### config.mk
export PLATFORM = sky130hd
export DESIGN_NAME = mul24_seq_ctrl
export DESIGN_NICKNAME = d
export VERILOG_FILES = /design/src/rtl/mul24_seq_pkg.sv /design/src/rtl/mul24_seq_ctrl_mul12x12_core.sv /design/src/rtl/mul24_seq_ctrl.sv
export SDC_FILE = /design/constraint.sdc
export NUM_CORES = 1
export LEC_CHECK = 0
export ABC_AREA = 1
export CAP_MARGIN = 30
export CORE_MARGIN = 5
export CORE_UTILIZATION = 38
export DETAILED_ROUTE_END_ITERATION = 16
export PLACE_DENSITY_LB_ADDON = 0.12
export SYNTH_ARGS = -nofsm -noshare
export SYNTH_HDL_FRONTEND = slang
export SYNTH_SLANG_ARGS = --single-unit
### constraint.sdc
create_clock -name i_clk -period 7 [get_ports i_clk]
set_clock_uncertainty 0.2 [all_clocks]
set_input_delay 0.7 -clock i_clk [delete_from_list [all_inputs] [get_ports i_clk]]
set_output_delay 0.7 -clock i_clk [all_outputs]
set_load 0.005 [all_outputs]
### src/rtl/mul24_seq_pkg.sv
// Shared types and constants for the time-shared 24x24 multiplier sequencer.
package mul24_seq_pkg;

    typedef enum logic [1:0] {
        ST_IDLE = 2'd0,
        ST_RUN  = 2'd1,
        ST_DONE = 2'd2
    } state_t;

    typedef logic [1:0] phase_t;

    localparam logic [1:0] FULL_PREC_DEF = 2'b11;

    // Per-phase left shift of the partial product, in units of one operand half.
    localparam int unsigned SHIFT_LL = 0;
    localparam int unsigned SHIFT_LH = 1;
    localparam int unsigned SHIFT_HL = 1;
    localparam int unsigned SHIFT_HH = 2;

    function automatic int unsigned phase_shift(input phase_t phase, input int unsigned half_w);
        int unsigned units;
        case (phase)
            2'd0:    units = SHIFT_LL;
            2'd1:    units = SHIFT_LH;
            2'd2:    units = SHIFT_HL;
            2'd3:    units = SHIFT_HH;
            default: units = SHIFT_LL;
        endcase
        return units * half_w;
    endfunction

endpackage

### src/rtl/mul24_seq_ctrl_mul12x12_core.sv
// Combinational unsigned HALF_W x HALF_W product unit; the only multiplier in the sequencer.
module mul12x12_core #(
    parameter int HALF_W = 12
) (
    input  logic [HALF_W-1:0]   a,
    input  logic [HALF_W-1:0]   b,
    output logic [2*HALF_W-1:0] product
);

    assign product = (2*HALF_W)'(a) * (2*HALF_W)'(b);

endmodule

### src/rtl/mul24_seq_ctrl.sv
// Four-pass (LL, LH, HL, HH) 24x24 multiplier sequencer around one 12x12 product unit.
// Optional build macro: MUL24_FAST_ACCEPT_EN (accept a new operand set in the result-handshake cycle).
module mul24_seq_ctrl
    import mul24_seq_pkg::*;
#(
    parameter int         HALF_W    = 12,
    parameter int         DATA_W    = 24,
    parameter logic [1:0] FULL_PREC = FULL_PREC_DEF
) (
    input  logic                i_clk,
    input  logic                i_rst,
    input  logic                i_valid,
    output logic                o_ready,
    input  logic [1:0]          i_Numerical_Precision,
    input  logic [DATA_W-1:0]   i_a,
    input  logic [DATA_W-1:0]   i_b,
    output logic                o_valid,
    input  logic                i_ready,
    output logic [2*DATA_W-1:0] o_result,
    output logic                o_busy
);

    state_t                state_r;
    phase_t                phase_r;
    logic [2*DATA_W-1:0]   acc_r;
    logic [DATA_W-1:0]     a_r;
    logic [DATA_W-1:0]     b_r;
    logic                  full_r;
    logic                  valid_r;
    logic                  busy_r;
    logic [2*DATA_W-1:0]   result_r;

    logic [HALF_W-1:0]     a_half_s;
    logic [HALF_W-1:0]     b_half_s;
    logic [2*HALF_W-1:0]   pp_s;
    logic [2*DATA_W-1:0]   pp_shifted_s;
    logic [2*DATA_W-1:0]   acc_next_s;
    logic                  last_phase_s;
    logic                  ready_s;
    logic                  accept_s;

    // Ready depends on i_ready in fast-accept builds so the handshake cycle can also accept.
    always_comb begin
`ifdef MUL24_FAST_ACCEPT_EN
        ready_s = (state_r == ST_IDLE) || ((state_r == ST_DONE) && i_ready);
`else
        ready_s = (state_r == ST_IDLE);
`endif
        accept_s = i_valid && ready_s;
    end

    // Operand-half selection for the current pass.
    always_comb begin
        case (phase_r)
            2'd0: begin a_half_s = a_r[HALF_W-1:0];      b_half_s = b_r[HALF_W-1:0];      end
            2'd1: begin a_half_s = a_r[HALF_W-1:0];      b_half_s = b_r[DATA_W-1:HALF_W]; end
            2'd2: begin a_half_s = a_r[DATA_W-1:HALF_W]; b_half_s = b_r[HALF_W-1:0];      end
            2'd3: begin a_half_s = a_r[DATA_W-1:HALF_W]; b_half_s = b_r[DATA_W-1:HALF_W]; end
            default: begin a_half_s = a_r[HALF_W-1:0];   b_half_s = b_r[HALF_W-1:0];      end
        endcase
    end

    mul12x12_core #(
        .HALF_W (HALF_W)
    ) u_core (
        .a       (a_half_s),
        .b       (b_half_s),
        .product (pp_s)
    );

    // Shifted accumulation of the current partial product.
    always_comb begin
        pp_shifted_s = {{(2*DATA_W-2*HALF_W){1'b0}}, pp_s} << phase_shift(phase_r, HALF_W);
        acc_next_s   = acc_r + pp_shifted_s;
        last_phase_s = (!full_r) || (phase_r == 2'd3);
    end

    // Operand capture on accept; held for the whole run.
    always_ff @(posedge i_clk or posedge i_rst) begin
        if (i_rst) begin
            a_r    <= {DATA_W{1'b0}};
            b_r    <= {DATA_W{1'b0}};
            full_r <= 1'b0;
        end else if (accept_s) begin
            a_r    <= i_a;
            b_r    <= i_b;
            full_r <= (i_Numerical_Precision == FULL_PREC);
        end
    end

    // Sequencer FSM with registered valid, busy and result.
    always_ff @(posedge i_clk or posedge i_rst) begin
        if (i_rst) begin
            state_r  <= ST_IDLE;
            phase_r  <= 2'd0;
            acc_r    <= {(2*DATA_W){1'b0}};
            valid_r  <= 1'b0;
            busy_r   <= 1'b0;
            result_r <= {(2*DATA_W){1'b0}};
        end else begin
            case (state_r)
                ST_IDLE: begin
                    if (accept_s) begin
                        state_r <= ST_RUN;
                        phase_r <= 2'd0;
                        acc_r   <= {(2*DATA_W){1'b0}};
                        busy_r  <= 1'b1;
                    end
                end
                ST_RUN: begin
                    acc_r <= acc_next_s;
                    if (last_phase_s) begin
                        result_r <= acc_next_s;
                        valid_r  <= 1'b1;
                        state_r  <= ST_DONE;
                    end else begin
                        phase_r <= phase_r + 2'd1;
                    end
                end
                ST_DONE: begin
                    if (i_ready) begin
                        valid_r <= 1'b0;
                        // accept_s can only be true here in fast-accept builds.
                        if (accept_s) begin
                            state_r <= ST_RUN;
                            phase_r <= 2'd0;
                            acc_r   <= {(2*DATA_W){1'b0}};
                            busy_r  <= 1'b1;
                        end else begin
                            state_r <= ST_IDLE;
                            busy_r  <= 1'b0;
                        end
                    end
                end
                default: begin
                    state_r <= ST_IDLE;
                    phase_r <= 2'd0;
                    valid_r <= 1'b0;
                    busy_r  <= 1'b0;
                end
            endcase
        end
    end

    assign o_ready  = ready_s;
    assign o_valid  = valid_r;
    assign o_busy   = busy_r;
    assign o_result = result_r;

endmodule

======== Yosys cells after proc, flatten, opt, wreduce, memory -nomap -nowiden ========
Index checks and enable logic that the tools add are counted.
storage, ports and cells
  word-level logic and storage cells ...... 65
  register bits ........................... 151
  input port bits ......................... 54
cells by class
  reduce and logical (&&, ||, !) cells .... 17
  bitwise operators ....................... 2
  equality and inequality tests ........... 10
  $add $sub $neg .......................... 2
  multiplexer cells ....................... 22
  shift operators ......................... 1
  multipliers ............................. 2
operators with widths
  operator                 count
  $pmux W48 S3             1
  $mux W48                 2
  $pmux W32 S3             1
  $add A48 B48 Y48         1
  $pmux W12 S2             2
  $shl A24 B32 Y48         1
  $mul A32 B2 Y30 const B  1
  $mul A12 B12 Y24         1
  $mux W2                  6
  $pmux W2 S3              2
  $reduce_or A2 Y1         5
  $reduce_and A3 Y1        3
  $eq A2 B2 Y1 const B     4
  $mux W1                  6
  $ne A2 B2 Y1 const B     3
  $pmux W1 S3              2
  $reduce_and A2 Y1        3
  $eq A2 B1 Y1 const B     2
  $logic_not A2 Y1         2
  $reduce_bool A3 Y1       1
  $add A2 B1 Y2 const B    1
  $ne A2 B1 Y1 const B     1
  $not A1 Y1               2
  $logic_and A1 B1 Y1      1
  other kinds (2)          2

======== Longest topological paths before layout ========
Gate-level depths: netlist of the first run.
  depth after elaboration ................. 7
  mapped depth ............................ 46

======== Cells and area by module ========
A second synthesis of the first run with hierarchy kept.
unflattened totals
  cells, all modules ...................... 2451
  area, all modules ....................... 16071.7 um2
by module, submodules not included
  module          sequential area each (um2)  area each (um2)  cells an instance  instances
  mul24_seq_ctrl  3778.6                      10998.0          1724               1
  mul12x12_core   0.0                         5073.6           727                1

======== Worst setup path after synthesis of the first run ========
OpenSTA, ideal clock, no wires.
  path kind ............................... flip-flop to flip-flop
  from .................................... reg phase_r[0]
  to ...................................... reg result_r[41], in the netlist o_result[41]
  setup slack ............................. -0.567 ns
  library setup time ...................... 0.118 ns
  arrival ................................. 7.249 ns
  path buffers ............................ 1
  stages on the path, launching flop included .. 36
  path through ............................ dfrtp_1 ha_1 nor2_1 clkbuf_1 nand2_1 o21ai_0 inv_1 nor2_1 fa_1 fa_1 fa_1 fa_1 inv_1 fa_1 inv_1 ha_1 a21oi_1 o21ai_0 a21oi_1 o21ai_2 xor2_1 or2_1 nand2_1 nand2_1 nand3_1 nand2_1 ha_1 a21o_1 a21oi_1 a21boi_1 o21ai_0 nand2_1 nand3_1 or2_1 nand3_1 nand2_1
on the way
  longest elaborated chain between the ends .. 6
  elaborated cells between the ends (all ways) .. 18
RTL lines
  what                                                 RTL line                                                 source
  from (decl)                                          mul24_seq_ctrl.sv:24                                     phase_t phase_r;
  from (signal assigned)                               mul24_seq_ctrl.sv:117                                    phase_r <= phase_r + 2'd1;
  $eq A2 B2 Y1, or another cell as far along           mul24_seq_pkg.sv:22, mul24_seq_ctrl.sv:54
  $reduce_or A2 Y1 (no source line)                    n/a
  $pmux W32 S3 or $pmux W12 S2 (tied branches)         mul24_seq_pkg.sv:22, mul24_seq_ctrl.sv:54
  $mul A32 B2 Y30 or $mul A12 B12 Y24 (tied branches)  mul24_seq_pkg.sv:29, mul24_seq_ctrl_mul12x12_core.sv:10
  $shl A24 B32 Y48                                     mul24_seq_ctrl.sv:73                                     pp_shifted_s = {{(2*DATA_W-2*HALF_W){1'b0}}, pp_s} << phase_shift(phase_r, HALF_W);
  $add A48 B48 Y48                                     mul24_seq_ctrl.sv:74                                     acc_next_s = acc_r + pp_shifted_s;
  to (signal assigned)                                 mul24_seq_ctrl.sv:99                                     result_r <= {(2*DATA_W){1'b0}};
  to (signal assigned)                                 mul24_seq_ctrl.sv:113                                    result_r <= acc_next_s;
  to (decl)                                            mul24_seq_ctrl.sv:31                                     logic [2*DATA_W-1:0] result_r;
Several ways; a longest one is shown, not always the timed one. The select of a mux whose other input is x is not followed.
A chain may end at the register's enable or synchronous reset.

======== Worst setup path in the final report of the first run ========
  from .................................... reg phase_r[0]
  to ...................................... reg acc_r[44]
on the way
  longest elaborated chain between the ends .. 7
  elaborated cells between the ends (all ways) .. 17
RTL lines
  what                                                 RTL line                                                 source
  $eq A2 B2 Y1, or another cell as far along           mul24_seq_pkg.sv:22, mul24_seq_ctrl.sv:54
  $reduce_or A2 Y1 (no source line)                    n/a
  $pmux W32 S3 or $pmux W12 S2 (tied branches)         mul24_seq_pkg.sv:22, mul24_seq_ctrl.sv:54
  $mul A32 B2 Y30 or $mul A12 B12 Y24 (tied branches)  mul24_seq_pkg.sv:29, mul24_seq_ctrl_mul12x12_core.sv:10
  $shl A24 B32 Y48 *                                   mul24_seq_ctrl.sv:73
  $add A48 B48 Y48 *                                   mul24_seq_ctrl.sv:74
  $pmux W48 S3 *                                       mul24_seq_ctrl.sv:101                                    case (state_r)
  to (signal assigned)                                 mul24_seq_ctrl.sv:96                                     acc_r <= {(2*DATA_W){1'b0}};
  to (signal assigned)                                 mul24_seq_ctrl.sv:106                                    acc_r <= {(2*DATA_W){1'b0}};
  to (signal assigned)                                 mul24_seq_ctrl.sv:111                                    acc_r <= acc_next_s;
  to (decl)                                            mul24_seq_ctrl.sv:25                                     logic [2*DATA_W-1:0] acc_r;
Mark *: on every way between the ends. The rest lies on a longest branch, timed or not. The select of a mux whose other input is x is not followed.

==> flow_metrics.tcl, run 1 <==
set metrics [dict create \
    synth-async-reset-ratio 1.00 \
    postSynthCellCount 2126 \
    setup_violations 79 \
    antenna_found_initial 0 \
    run_status "finished, violations left" \
    drt-vias-per-instance 4.99 \
    most_frequent_cell_on_the_critical_path "sky130_fd_sc_hd__fa_1" \
    wl_per_cell_um 17.7 \
    final.setup.worst_slack_ns -0.838 \
    finalCoreUtilization 0.599 \
    cts_made_buffers 17 \
    synth.lib_cells_used.distinct 48 \
    fin_nets 2910 \
    critPathKind "register to register" \
    failed_checks "setup timing" \
    yosysMostFrequentCell "sky130_fd_sc_hd__nand2_1" \
    buffer_ports.inserted 104 \
    synth_enable_flop_cells 0 \
    critPathBufInv 9 \
    ioPinCount 105 \
    ant_nets 0 \
    first_global_vias 16200 \
    clkTransAtPathRegs_ns 0.07 \
    crit_path_end_kind "register" \
    fillcell_total 3595 \
    yosysSeqAreaShare 0.254 \
    grt_first_pass_wirelength_um 87400 \
    floorplan.core_area_um2 38700 \
    critical_path.slowest_cell "sky130_fd_sc_hd__fa_1" \
    cts_tree "yes" \
    die_span_x_um 208 \
    grt_start_max_net_pins 81 \
    min_period_over_period 1.12 \
    initial_utilization 0.385 \
    synth.top_cells.by_area "sky130_fd_sc_hd__dfrtp_1, sky130_fd_sc_hd__nand2_1, sky130_fd_sc_hd__fa_1, sky130_fd_sc_hd__ha_1, sky130_fd_sc_hd__inv_1" \
    largest_area_contributor_in_the_synthesized_netlist "sky130_fd_sc_hd__dfrtp_1" \
    instance_area_at_placement_um2 19500 \
    finalCriticalPeriod_ns 7.84 \
    first_iter_violations 897 \
    detail_route.first_pass.iterations 5 \
    max_slew.worst_pin.slew_ns 1.13 \
    seq_area_um2 3780 \
    report.final.slew_viol_count 0 \
    root_buffer "sky130_fd_sc_hd__clkbuf_16" \
    groute.usage.overall 0.254 \
    layout_cell_share_with_drive_strength_beyond_1 0.373 \
    synth.net_count 2394 \
    final_design_area_no_fill_um2 23200 \
    hpwl_um 44400 \
    ys_dominant_reg_cell "sky130_fd_sc_hd__dfrtp_1" \
    core.rowCount 72 \
    drv_cap 0 \
    final-hold-violation-count 0 \
    route.detailed.drc 0 \
    synth-seq-cells 151 \
    route.final.wire_length_um 56100 \
    grt_setup_unrepaired "true" \
    die_area_um2 43300 \
    antenna-diode-count 0 \
    required_ns 7.16 \
    netlist.area_leader.share 0.254 \
    setup_crit_start_kind "register" \
    max_slew_margin 0.245 \
    critical_path.max_stage_delay_ns 0.52 \
    fmax_mhz 128 \
    hold_path.class "register to register" \
    synth.top_cells.by_count "sky130_fd_sc_hd__nand2_1, sky130_fd_sc_hd__inv_1, sky130_fd_sc_hd__nor2_1" \
    flow.area_growth_from_synthesis_pct 55.7 \
    netlist_area_before_placement_um2 14900 \
    worst_ep_arrival_time_ns 8.00 \
    place.gp.congestion 1.03 \
    multi_input_area_um2 12400 \
    worst-path-max-fanout 6 \
    synthesized_area_per_cell_um2 7.01 \
    global_route.overflow_total 0 \
    path_delay_family "adder cells" \
    ys.warnings.count 0 \
    worst_skew_pair_latency_ns 0.48 \
    htree_num_levels 4 \
    clkSinkCount 151 \
    detailroute.via_count 15800 \
    chipHeight_um 208 \
    cts_buffer_depth 2 \
]
-- layout by cell type, fill, tap and decap left out, types with 22 or more instances in the layout --
cell / synthesis / final
sky130_fd_sc_hd__nor2_4: 0 / 47
sky130_fd_sc_hd__o21ai_0: 141 / 80
sky130_fd_sc_hd__ha_1: 113 / 66
sky130_fd_sc_hd__o21ai_1: 21 / 34
sky130_fd_sc_hd__buf_6: 0 / 37
sky130_fd_sc_hd__a21oi_1: 77 / 22
sky130_fd_sc_hd__nand2_2: 4 / 74
sky130_fd_sc_hd__nor2_1: 181 / 92
sky130_fd_sc_hd__nand2_1: 686 / 593
sky130_fd_sc_hd__fa_1: 101 / 96
sky130_fd_sc_hd__o21ai_2: 3 / 34
sky130_fd_sc_hd__a21oi_4: 2 / 22
sky130_fd_sc_hd__clkdlybuf4s50_1: 0 / 104
sky130_fd_sc_hd__nand3_1: 138 / 91
sky130_fd_sc_hd__dfrtp_1: 151 / 149
sky130_fd_sc_hd__nand3_2: 1 / 45
sky130_fd_sc_hd__inv_2: 3 / 50
sky130_fd_sc_hd__inv_1: 304 / 253
sky130_fd_sc_hd__nor2_2: 4 / 47
sky130_fd_sc_hd__ha_4: 0 / 44
sky130_fd_sc_hd__a21oi_2: 5 / 40
sky130_fd_sc_hd__buf_4: 0 / 402
-- metrics by stage --
stage | TNS [ns] | std cells | worst slack, ns | hold WS [ns]
after detailed placement | -83.54 | 3074 | -1.63 | 0.268
after global placement | -81.23 | 3073 | -1.62 | 0.265
after floorplan | -0.259 | 2126 | -0.0334 | 0.244
final | -51.25 | 3173 | -0.838 | 0.282
after CTS | -59.96 | 3127 | -0.946 | 0.288
after global routing | -77.93 | 3173 | -1.16 | 0.304
-- worst register-to-register path, delay by kind of cell, from the launching register on --
family	cells	cell delay [ns]
compound gates	6	1.02
xor+xnor	1	0.18
fa+ha+maj	8	3.14
buf+inv	9	1.03
flops	1	0.42
simple gates	13	1.75
-- cell type report --
cell class / instances / area share
timing repair buffer: 552 / 0.201
tap: 518 / 0.0279
inverter: 308 / 0.0506
multi-input combinational: 1612 / 0.532
sequential: 151 / 0.163
clock buffer: 17 / 0.0183
clock inverter: 15 / 0.00696
-- cell families after synthesis --
kind of cell | count (synthesis) | synth area share
AO/OA/AOI/OAI | 290 | 0.109
XOR/XNOR | 27 | 0.0164
adder cells (fa/ha/maj) | 214 | 0.231
buffers and inverters | 364 | 0.0932
flip-flops | 151 | 0.254
AND/OR/NAND/NOR | 1080 | 0.297
-- metal layers --
metal / up-vias / routed length (um) / global-route usage
li1: 7766 / - / -
met1: 7699 / 23600 / 0.316
met2: 272 / 29200 / 0.464
met3: 95 / 1290 / 0.0241
met4: 0 / 2070 / 0.0843
met5: - / 0 / 0
-- registers in the layout, summed over array words and instances (netlist names) --
signal and flops:
full_r 1, state_r 2, phase_r 2, b_r 24, o_result 48, o_busy 1, acc_r 48, o_valid 1
a_r 24
-- worst paths after layout --
path / startpoint / end / slack, ns / depth (start not counted)
setup / recovery: phase_r[0]$_DFFE_PP0P_ / acc_r[44]$_DFFE_PP0P_ / -0.84 / 37
hold / removal: o_result[35]$_DFFE_PP0P_ / o_result[35]$_DFFE_PP0P_ / 0.28 / 2
setup reg to reg: phase_r[0]$_DFFE_PP0P_ / acc_r[44]$_DFFE_PP0P_ / -0.84 / 37
hold reg to reg: o_result[35]$_DFFE_PP0P_ / o_result[35]$_DFFE_PP0P_ / 0.28 / 2
max in group asynchronous: i_rst / phase_r[0]$_DFFE_PP0P_ / 4.61 / 3
min in group asynchronous: i_rst / o_result[8]$_DFFE_PP0P_ / 0.53 / 2
-- what timing repair did --
item / 4_1_cts / 5_1_grt
buffers inserted: 20 / 45
cloned: 1 / 2
setup endpoints to repair: 80 / 84
hold buffers: 0 / 0
gates resized for setup: 200 / 441
pin swaps: 39 / 234
Power of run 1 is not shown: default switching activity piles up to over one toggle a cycle in this logic, so the estimate is an artifact.
==> run 2, diff against run 1 <==
--- a/config.mk
+++ b/config.mk
@@ -10,6 +10,7 @@
 export CORE_MARGIN = 5
 export CORE_UTILIZATION = 38
 export DETAILED_ROUTE_END_ITERATION = 16
+export GPL_TIMING_DRIVEN = 0
 export PLACE_DENSITY_LB_ADDON = 0.12
 export SYNTH_ARGS = -nofsm -noshare
 export SYNTH_HDL_FRONTEND = slang
==> run 2 against run 1 <==
Against the previous run:
- the flow still finishes with violations (setup timing)
- utilization rose by 0.28 points
- non-clock buffer count fell by 163
- flip-flop and latch count is the same
- design area grew 0.46%
- critical path depth grew 3
- die area unchanged
- global-route usage rose by 1.1 points
- sequential share of layout area down 0.075 points
- wire length up 4.0%
- via count fell by 1.1%
- final cell count fell by 5.2%
- largest cell class unchanged
==> flow_metrics.tcl, run 2 (synthesis gave the netlist of run 1 again) <==
set metrics [dict create \
    run_status "finished, violations left" \
    failed_checks "setup timing" \
    initial_utilization 0.385 \
    flow.area_growth_from_synthesis_pct 56.4 \
    clkSinkCount 151 \
    route.detailed.drc 0 \
    worst_skew_pair_latency_ns 0.46 \
    report.final.slew_viol_count 0 \
    cts_made_buffers 17 \
    wl_per_cell_um 19.4 \
    groute.usage.overall 0.265 \
    multi_input_area_um2 13500 \
    crit_path_end_kind "register" \
    cts_tree "yes" \
    global_route.overflow_total 0 \
    critPathKind "register to register" \
    worstSetupEndpoint "o_result[44]$_DFFE_PP0P_" \
    drv_cap 0 \
    critPathBufInv 10 \
    die_span_x_um 208 \
    final.setup.worst_slack_ns -0.880 \
    postCtsHoldBufs 0 \
    critical_path.slowest_cell "sky130_fd_sc_hd__fa_1" \
    grt_setup_unrepaired "true" \
    fmax_mhz 127 \
    route.final.wire_length_um 58300 \
    floorplan.core_area_um2 38700 \
    first_iter_violations 828 \
    max_slew_margin 0.352 \
    worst_ep_arrival_time_ns 8.02 \
    min_period_over_period 1.13 \
    fin_nets 2747 \
    timing.critical_path.from "phase_r[1]$_DFFE_PP0P_" \
    hold_path.class "register to register" \
    regToRegStartpoint "phase_r[1]$_DFFE_PP0P_" \
    ioPinCount 105 \
    detail_route.first_pass.iterations 5 \
    htree_num_levels 4 \
    path_delay_family "adder cells" \
    required_ns 7.14 \
    cp.depth 40 \
    first_global_vias 16300 \
    ant_nets 0 \
    place.gp.congestion 0.955 \
    setup_crit_start_kind "register" \
    max_slew.worst_pin.slew_ns 0.972 \
    finalCriticalPeriod_ns 7.88 \
    fillcell_total 3404 \
    layout_cell_share_with_drive_strength_beyond_1 0.372 \
    core.rowCount 72 \
    critical_path.reg2reg.endpoint "o_result[44]$_DFFE_PP0P_" \
    placed_cells_incl_taps 2749 \
    layout.cells.most_common "sky130_fd_sc_hd__nand2_1" \
    grt_first_pass_wirelength_um 90700 \
    chipHeight_um 208 \
    worst-r2r-cell-count 40 \
    root_buffer "sky130_fd_sc_hd__clkbuf_16" \
    final-hold-violation-count 0 \
    buffer_ports.inserted 104 \
    clkTransAtPathRegs_ns 0.06 \
    die_area_um2 43300 \
    setup_violations 76 \
    critical_path.max_stage_delay_ns 0.55 \
    drt-vias-per-instance 5.21 \
    mostFrequentLayoutCells "sky130_fd_sc_hd__nand2_1, sky130_fd_sc_hd__inv_1, sky130_fd_sc_hd__buf_4" \
    detailroute.via_count 15700 \
    worst-path-max-fanout 5 \
    finish.cell_count_without_fillers 3009 \
    cts_buffer_depth 2 \
    antenna-diode-count 0 \
    antenna_found_initial 0 \
    hpwl_um 43600 \
    grt_start_max_net_pins 90 \
    seq_area_um2 3780 \
    regToRegSetupSlack_ns -0.88 \
]
## run 2: worst min-delay path by stage
stage,from,to,cells after the start
after floorplan,b_r[12]$_DFFE_PP0P_,b_r[12]$_DFFE_PP0P_,2
after global placement,o_result[37]$_DFFE_PP0P_,o_result[37]$_DFFE_PP0P_,2
after detailed placement,o_result[20]$_DFFE_PP0P_,o_result[20]$_DFFE_PP0P_,2
after CTS,o_result[35]$_DFFE_PP0P_,o_result[35]$_DFFE_PP0P_,2
after global routing,o_result[35]$_DFFE_PP0P_,o_result[35]$_DFFE_PP0P_,2
final,o_result[35]$_DFFE_PP0P_,o_result[35]$_DFFE_PP0P_,2
## run 2: timing repair
action	CTS	global route
buffers inserted	163	62
gates resized for setup	699	245
setup endpoints to repair	80	82
gates cloned	6	0
pin swaps	221	147
## run 2: layout make-up
type                            count  area share
Clock inverter                     11     0.00601
Timing Repair Buffer              333       0.136
Inverter                          308      0.0524
Multi-Input combinational cell   1612       0.581
Sequential cell                   151       0.162
Clock buffer                       20      0.0196
Buffer                             56      0.0148
Tap cell                          518      0.0278
## run 2: metal layers
layer	wire length, um	vias to the layer above	part of all wire	global-route usage
met5	0	-	0	0
met4	2740	0	0.047	0.106
met3	1890	129	0.032	0.0285
met2	30100	363	0.52	0.481
met1	23700	7730	0.41	0.322
li1	-	7442	-	-
## run 2: stage by stage
| stage | hold WS, ns | util | setup slack, ns | TNS [ns] | area, um^2 |
|---|---|---|---|---|---|
| floorplan | 0.244 | - | -0.0334 | -0.259 | 15200 |
| global placement | 0.264 | 0.435 | -2.10 | -173.41 | 16900 |
| detailed placement | 0.265 | 0.436 | -2.07 | -127.54 | 16900 |
| CTS | 0.277 | 0.562 | -0.778 | -38.13 | 21800 |
| global route | 0.297 | 0.602 | -1.15 | -66.36 | 23300 |
| finish | 0.273 | 0.602 | -0.880 | -44.75 | 23300 |
## run 2: worst reg2reg max path: cells and delay by family, from the launching register on
family / cells / cell delay [ns]
fa+ha+maj: 8 / 3.33
simple gates: 16 / 2.17
buf+inv: 10 / 0.86
compound gates: 5 / 0.63
flops: 1 / 0.41
xor+xnor: 1 / 0.16
Power of run 2 is left out for the same reason.
